### src/rtl/joy_chain_pkg.sv
// Shared types and constants for the serial joystick chain scanner.
package joy_chain_pkg;

  typedef enum logic [2:0] {IDLE, LOAD, LOW, HIGH, COMMIT} joy_state_e;

  function automatic int chain_len(input int channels, input int bits_per_ch);
    return channels * bits_per_ch;
  endfunction

  // Cycles between successive commits while enable is held high.
  function automatic int frame_period(input int channels, input int bits_per_ch,
                                      input int clk_div);
    return (2 * chain_len(channels, bits_per_ch) + 2) * clk_div;
  endfunction

endpackage

### src/rtl/joy_tick_gen.sv
// Free-running prescaler: o_tick is high for one clock every CLK_DIV clocks.
module joy_tick_gen #(
  parameter int CLK_DIV = 16
) (
  input  logic i_clk,
  input  logic i_rst,
  output logic o_tick
);

  localparam int CW = $clog2(CLK_DIV);

  logic [CW-1:0] r_cnt;

  assign o_tick = (r_cnt == CW'(CLK_DIV - 1));

  always_ff @(posedge i_clk or posedge i_rst) begin
    if (i_rst)       r_cnt <= '0;
    else if (o_tick) r_cnt <= '0;
    else             r_cnt <= r_cnt + CW'(1);
  end

endmodule

### src/rtl/joy_chain_scanner.sv
// Master for the DB9/JAMMA serial joystick chain: drives load/clock, shifts in
// active-low buttons, commits an active-high frame. Optional JOY_CHAIN_DEBOUNCE_EN.
module joy_chain_scanner
  import joy_chain_pkg::*;
#(
  parameter int CHANNELS    = 2,
  parameter int BITS_PER_CH = 12,
  parameter int CLK_DIV     = 16
) (
  input  logic                            clk_sys,
  input  logic                            reset,
  input  logic                            enable,
  input  logic                            joy_data,
  output logic                            joy_clk,
  output logic                            joy_load,
  output logic [CHANNELS*BITS_PER_CH-1:0] joy_out,
  output logic                            frame_valid,
  output logic [7:0]                      frame_cnt
);

  localparam int N  = chain_len(CHANNELS, BITS_PER_CH);
  localparam int BW = $clog2(N + 1);

  logic w_tick;

  joy_tick_gen #(.CLK_DIV(CLK_DIV)) u_tick (
    .i_clk (clk_sys),
    .i_rst (reset),
    .o_tick(w_tick)
  );

  joy_state_e    r_state, w_state_nxt;
  logic          r_clk, r_load, w_clk_nxt, w_load_nxt;
  logic          w_shift, w_commit;
  logic [N-1:0]  r_shreg, r_out, w_raw, w_out_nxt;
  logic [BW-1:0] r_bitcnt;
  logic          r_fv;
  logic [7:0]    r_fcnt;

  always_comb begin
    w_state_nxt = r_state;
    w_clk_nxt   = r_clk;
    w_load_nxt  = r_load;
    w_shift     = 1'b0;
    w_commit    = 1'b0;
    case (r_state)
      IDLE: if (w_tick && enable) begin
        w_load_nxt  = 1'b0;
        w_state_nxt = LOAD;
      end
      LOAD: if (w_tick) begin
        w_load_nxt  = 1'b1;
        w_state_nxt = LOW;
      end
      LOW: if (w_tick) begin
        w_shift     = 1'b1;
        w_clk_nxt   = 1'b1;
        w_state_nxt = HIGH;
      end
      HIGH: if (w_tick) begin
        w_clk_nxt   = 1'b0;
        w_state_nxt = (r_bitcnt == BW'(N)) ? COMMIT : LOW;
      end
      COMMIT: begin
        w_commit    = 1'b1;
        w_state_nxt = IDLE;
      end
      default: begin
        w_load_nxt  = 1'b1;
        w_clk_nxt   = 1'b0;
        w_state_nxt = IDLE;
      end
    endcase
  end

  always_ff @(posedge clk_sys or posedge reset) begin
    if (reset) begin
      r_state <= IDLE;
      r_clk   <= 1'b0;
      r_load  <= 1'b1;
    end else begin
      r_state <= w_state_nxt;
      r_clk   <= w_clk_nxt;
      r_load  <= w_load_nxt;
    end
  end

  // Chain bits are active-low; first bit shifted in ends up at the MSB.
  assign w_raw = ~r_shreg;

`ifdef JOY_CHAIN_DEBOUNCE_EN
  logic [N-1:0] r_prev;
  logic [N-1:0] w_same;

  assign w_same    = ~(w_raw ^ r_prev);
  assign w_out_nxt = (r_out & ~w_same) | (w_raw & w_same);

  always_ff @(posedge clk_sys or posedge reset) begin
    if (reset)         r_prev <= '0;
    else if (w_commit) r_prev <= w_raw;
  end
`else
  assign w_out_nxt = w_raw;
`endif

  always_ff @(posedge clk_sys or posedge reset) begin
    if (reset) begin
      r_shreg  <= '0;
      r_bitcnt <= '0;
      r_out    <= '0;
      r_fv     <= 1'b0;
      r_fcnt   <= '0;
    end else begin
      r_fv <= w_commit;
      if (w_shift) begin
        r_shreg  <= {r_shreg[N-2:0], joy_data};
        r_bitcnt <= r_bitcnt + BW'(1);
      end
      if (w_commit) begin
        r_out    <= w_out_nxt;
        r_bitcnt <= '0;
        r_fcnt   <= r_fcnt + 8'd1;
      end
    end
  end

  assign joy_clk     = r_clk;
  assign joy_load    = r_load;
  assign joy_out     = r_out;
  assign frame_valid = r_fv;
  assign frame_cnt   = r_fcnt;

endmodule

### config.mk
export PLATFORM = sky130hd
export DESIGN_NAME = joy_chain_scanner
export DESIGN_NICKNAME = d
export VERILOG_FILES = /design/src/rtl/joy_chain_pkg.sv /design/src/rtl/joy_tick_gen.sv /design/src/rtl/joy_chain_scanner.sv
export SDC_FILE = /design/constraint.sdc
export NUM_CORES = 1
export LEC_CHECK = 0
export ABC_AREA = 1
export CAP_MARGIN = 20
export CORE_ASPECT_RATIO = 1.2
export CORE_MARGIN = 5
export CORE_UTILIZATION = 40
export DETAILED_ROUTE_END_ITERATION = 10
export PLACE_DENSITY = 0.73
export SYNTH_ARGS = -nofsm -noshare
export SYNTH_HDL_FRONTEND = slang
export SYNTH_SLANG_ARGS = --single-unit
### constraint.sdc
create_clock -name clk_sys -period 2.8 [get_ports clk_sys]
set_clock_uncertainty 0.1 [all_clocks]
set_input_delay 0.7 -clock clk_sys [delete_from_list [all_inputs] [get_ports clk_sys]]
set_output_delay 0.7 -clock clk_sys [all_outputs]
set_load 0.005 [all_outputs]
# Yosys cells after proc, flatten, opt, wreduce, memory -nomap -nowiden
# Index checks and enable logic that the tools add are counted.
[classes]
mul = 0
bitwise = 3
reduce_logical = 8
n_shift = 0
div_mod_pow = 0
addsub = 3
mux = 17
n_lt_le_gt_ge = 0
eq_ne = 10
[ops]
columns = ["op", "n"]
rows = [
  ["24-bit inverter", 1],
  ["3-bit 2-to-1 mux", 5],
  ["3-bit case mux with 4 select lines", 1],
  ["5-bit 2-to-1 mux", 2],
  ["8-bit by 1-bit adder with 8-bit output, second input constant", 1],
  ["2-bit != test, second input constant", 4],
  ["3-bit by 2-bit == test with 1-bit output, second input constant", 2],
  ["1-bit 2-to-1 mux", 6],
  ["1-bit case mux with 3 select lines", 2],
  ["3-bit AND reduction", 2],
  ["3-bit OR reduction", 2],
  ["5-bit by 1-bit adder with 5-bit output, second input constant", 1],
  ["5-bit == test, second input constant", 1],
  ["4-bit by 1-bit adder with 4-bit output, second input constant", 1],
  ["4-bit == test, second input constant", 1],
  ["4-bit 2-to-1 mux", 1],
  ["4-bit AND reduction", 1],
  ["3-bit by 1-bit == test with 1-bit output, second input constant", 1],
  ["3-bit == test, second input constant", 1],
  ["3-bit logical NOT", 1],
  ["1-bit inverter", 2],
  ["2-bit nonzero test", 1],
  ["1-bit logical AND", 1],
]
[totals]
mem_bits_rw = 0
mem_bits_ro = 0
input_bits = 4
n_memories = 0
latch_bits = 0
word_cells = 50
regBits = 71
output_inout_bits = 35

# Depth between registers and ports, before layout
[logic_depth]
depth_word = 5
depth_mapped = 7
depth_no_buf = 7

# Cells and area by module
# From an unflattened synthesis, not the netlist that was laid out.
[unflattened]
cells_unflattened = 312
area_unflattened_um2 = 2946.6
[modules_own_cells]
columns = ["mod", "n_inst", "seq_area_each_um2", "area_per_inst_um2", "cells_per_inst"]
rows = [
  ["joy_chain_scanner", 1, 1677.9, 2770.2, 294],
  ["joy_tick_gen", 1, 100.1, 176.4, 18],
]

# Worst setup path after synthesis
# OpenSTA, ideal clock, no wires.
[synth_path]
kind = "reg2reg"
from = "register u_tick.r_cnt[0]"
to = "register r_shreg[0]"
path_stages_with_launch = 8
synth_period_minus_slack_ns = 1.381
arrival_ns = 1.165
n_path_buf = 1
setup_ns = 0.116
setup_slack_ns = 1.419
required_ns = 2.584
cell_sequence = "dfrtp_1 -> ha_1 -> nand3_2 -> nor2_4 -> inv_2 -> buf_2 -> nand2_1 -> nand2_1"
[synth_between]
elab_chain_len = 3
[synth_lines]
columns = ["element", "line", "rtl"]
rows = [
  ["from (decl)", "joy_tick_gen.sv:12", "logic [CW-1:0] r_cnt;"],
  ["from (signal assigned)", "joy_tick_gen.sv:19", "else r_cnt <= r_cnt + CW'(1);"],
  ["4-bit == test", "joy_tick_gen.sv:14", "assign o_tick = (r_cnt == CW'(CLK_DIV - 1));"],
  ["1-bit 2-to-1 mux", "joy_chain_scanner.sv:55", "LOW: if (w_tick) begin"],
  ["1-bit 2-to-1 mux", "joy_chain_scanner.sv:46", "case (r_state)"],
  ["to (signal assigned)", "joy_chain_scanner.sv:116", "r_shreg <= {r_shreg[N-2:0], joy_data};"],
  ["to (decl)", "joy_chain_scanner.sv:35", "logic [N-1:0] r_shreg, r_out, w_raw, w_out_nxt;"],
]
# Every way passes these cells.
# A chain may end at the register's enable or synchronous reset.

# Worst setup path in the final report
[layout_path]
from = "register r_load (netlist: joy_load)"
to = "output joy_load"
[layout_rtl]
columns = ["element", "line", "rtl"]
rows = [
  ["from (decl)", "joy_chain_scanner.sv:33", "logic r_clk, r_load, w_clk_nxt, w_load_nxt;"],
  ["from (signal assigned)", "joy_chain_scanner.sv:84", "r_load <= w_load_nxt;"],
  ["to (decl)", "joy_chain_scanner.sv:15", "output logic joy_load,"],
]
# No word-level cell between the ends.

==> impl_summary.txt <==
----------------------------------------------------
[Floorplanning]
  Starting utilization of the core area ... 0.4081
  Die span in x ... between 80 and 90 um
  Boundary Pins ... 39
  Die Outline Area ... between 9000 and 10000 um^2
  Std cell rows ... 34
  Die Y-Extent ... 104.1 um
  Core ar. ... 7232 um^2

[Clocking]
  Sinks on Clock Net ... 71
  Clock transition time at the flip-flop clock pins of the worst setup and hold paths ... 0.08 ns
  Clock insertion delay at the later pin of the skew report ... 0.33 ns
  Buffer type at the clock tree root ... clkbuf_8
  Clk buf depth ... 2
  TritonCTS clock tree ... built
  Clock buffer count from CTS ... 9
  Maximum level of the CTS H-tree ... 3
  Post-cts resize count ... 0
  Post-CTS Repair Setup Buffers ... 0
  Number of buffers added to fix hold violations after cts ... 0

[Worst setup path]
  Capture point of the worst path ... joy_load
  Critical path start-end classification ... flop to primary output
  Maximum fanout along the worst path ... 2
  Worst-path cell chain ... clkdlybuf4s50_1
  Data required, critical path ... 2.00 ns
  Critical path buffer and inverter count ... 1
  Logic depth of the worst setup path including buffers ... 1
  Element type at the critical path end ... primary output
  Critical-path cell with the highest stage delay ... dfstp_2
  Biggest cell delay along the critical path ... between 0.5 and 0.6 ns
  Number of cells traversed by the worst register-to-register path ... 5
  Worst endpoint data arrival time ... 1.35 ns
  Timing startpoint of the critical path ... joy_load
  Capture point of the worst reg-to-reg path ... r_bitcnt[4]
  Startpoint of the worst-slack reg-to-reg timing path ... r_state[0]
  Launching element type of the critical path ... flop
  FF-to-FF setup slack ... 0.99 ns
  Family with the most delay on the worst path ... flip-flops

[Drt]
  Residual DRC count ... 0
  Detailed-route wire length per cell ... between 10 and 15 um
  Via density per instance ... slightly below 5
  Routed vias ... 2264
  Wirelength, routed ... about 5800 um
  Detailed Route Iter0 Violations ... 123
  ANT nets after route ... 0
  Pre-Repair DR Iteration Count ... 4

[Hold path]
  Path class of the lowest-slack min-delay path ... flop to flop
  Startpoint of the worst hold path ... joy_load

[Synth]
  Proportion of netlist area held by the largest area contributor ... 0.5935
  Number of storage elements in the synthesis netlist ... 71
  Largest area contributor in the netlist ... dfrtp_1
  Synthesized area per cell ... 9.054 um^2
  Area of the mapped netlist ... 2952 um^2
  Dominant cell by count in the synthesized netlist ... nand2_1
  Synthesized netlist cell count ... 326
  Count of flip-flops with a built-in enable after synthesis ... 0
  Yosys warns ... 0
  Register area share after synthesis ... 0.6024
  Synth Flop Type ... dfrtp_1
  Top cells by area, synth ... dfrtp_1, nand2_1, o21ai_0
  Post-Synthesis Net Count ... 334
  Top cell types by occurrence after synthesis ... nand2_1, dfrtp_1, o21ai_0, inv_1, nand3_1
  Number of distinct library cells after synthesis ... 24
  Synth async-reset ratio ... 1.000

[Place]
  Number of placed cells counting well taps ... 445
  Final weighted congestion in routability-driven placement ... 0.7843
  Half-perimeter wire length after placement ... 3851 um
  Port bufs ... 38

[Global route]
  Leftover overflow at the end of global routing ... 0
  Total global-route track usage ... 0.1395
  Pin count of the biggest net entering global routing ... 72
  Vias in the first global route ... roughly 2400
  First-pass GRT wire length ... 10410 um
  Initial antenna violation count ... 0

[Timing]
  Number of setup violations in the final report ... 0
  Hold Vio Cnt, Final ... 0
  Number of slew-limit violations in the final report ... 0
  Slew @ Worst Pin ... 0.4821 ns
  Normalized max-slew margin ... 0.6774
  Setup repair after global routing missed its margin ... false
  Clock period minus worst slack ... 2.148 ns
  Final cycle utilization of the critical path ... 0.7672
  Total negative setup slack ... 0 ns
  Fmax achieved ... 465.5 MHz

[Pwr]
  Leakage ... 1.840 nW
  IR drop worst, VDD ... 348.4 uV
  Pwr per Cell Area ... 542.4 nW/um^2

[Final layout]
  Final instance count without filler cells ... around 460
  Combined flip-flop and latch cell area ... 1778 um^2
  Post-layout nets ... between 300 and 400
  Share of cells above drive strength 1 ... 0.07547
  Antenna cell count ... 0
  Area overhead of the layout relative to synthesis ... 23.23%
  Fill cell instance count of the final layout ... 678
  Combined area of the multi-input logic cells ... 1013 um^2

[Flow run]
  Number of maximum-capacitance violations ... 0

[Status]
  Result of the run ... complete, no violations

----------------------------------------------------
==> cell usage in the layout, fill, tap and decap left out, drive strengths merged, types with 2 or more instances in the layout <==
master,Yosys,layout
nand2,134,134
ha,4,4
clkbuf,2,11
nand4,9,9
o21ai,31,31
xnor2,2,2
xor2,4,4
inv,23,23
nand3,18,18
buf,10,3
clkinvlp,0,2
clkdlybuf4s50,0,38
dfrtp,70,70
nor2,12,12
bufinv,0,2
==> power breakdown <==
part           total [mW]  leakage, nW  internal (mW)  switching [mW]
clock               0.919        0.112          0.549           0.371
sequential           1.03        0.967           1.03        0.000512
combinational      0.0274        0.761        0.00700          0.0204
total                1.97         1.84           1.58           0.391
==> cell families (layout without fill, tap and decap cells) <==
family          after synthesis  count (layout)  share of synthesized area
compound gates               34              34                    0.05935
simple gates                176             176                     0.2484
fa+ha+maj                     4               4                    0.01696
buf+inv                      35              80                    0.05511
flops                        71              71                     0.6024
xor+xnor                      6               6                    0.01780
==> metrics by stage <==
step,power (mW),utilization,setup WS [ns],cell area [um^2],hold WS (ns)
2_1_floorplan,1.061,-,0.2051,2952,0.3367
3_3_place_gp,1.075,0.4709,1.002,3406,0.3511
3_5_place_dp,1.075,0.4709,0.9806,3406,0.3575
4_1_cts,1.999,0.5029,0.6281,3637,0.3691
5_1_grt,2.041,0.5029,0.6088,3637,0.3877
6_report,1.973,0.5029,0.6518,3637,0.3624
==> layout make-up <==
type                       count  area share
clock buffer                  11     0.04162
clock inverter                 5     0.02202
inverter                      23     0.02374
multi-input combinational    220      0.2786
sequential                    71      0.4888
tap                           90     0.03096
timing repair buffer          41      0.1142
==> how the worst min path moves through the flow <==
| stage | end | slack (ns) | cells after the start |
|---|---|---|---|
| after floorplan | r_shreg[23] | 0.34 | 2 |
| after global placement | joy_out[9] | 0.35 | 1 |
| after detailed placement | joy_load | 0.36 | 2 |
| after CTS | joy_load | 0.37 | 2 |
| after global routing | joy_load | 0.39 | 2 |
| final | joy_load | 0.36 | 2 |
==> flip-flops by register name (all words and copies together), names as in the netlist <==
| signal | count |
|---|---|
| joy_out | 24 |
| r_shreg | 24 |
| frame_cnt | 8 |
| r_bitcnt | 5 |
| u_tick.r_cnt | 4 |
| r_state | 3 |
| frame_valid | 1 |
| joy_clk | 1 |
| joy_load | 1 |
==> routing by layer <==
metal	GRT usage	share of wire	vias up
li1	-	-	1111
met1	0.1702	0.42	1117
met2	0.2353	0.52	31
met3	0.03249	0.038	5
met4	0.05184	0.014	0
met5	0	0	-
Power figures use the tool's default switching activity.
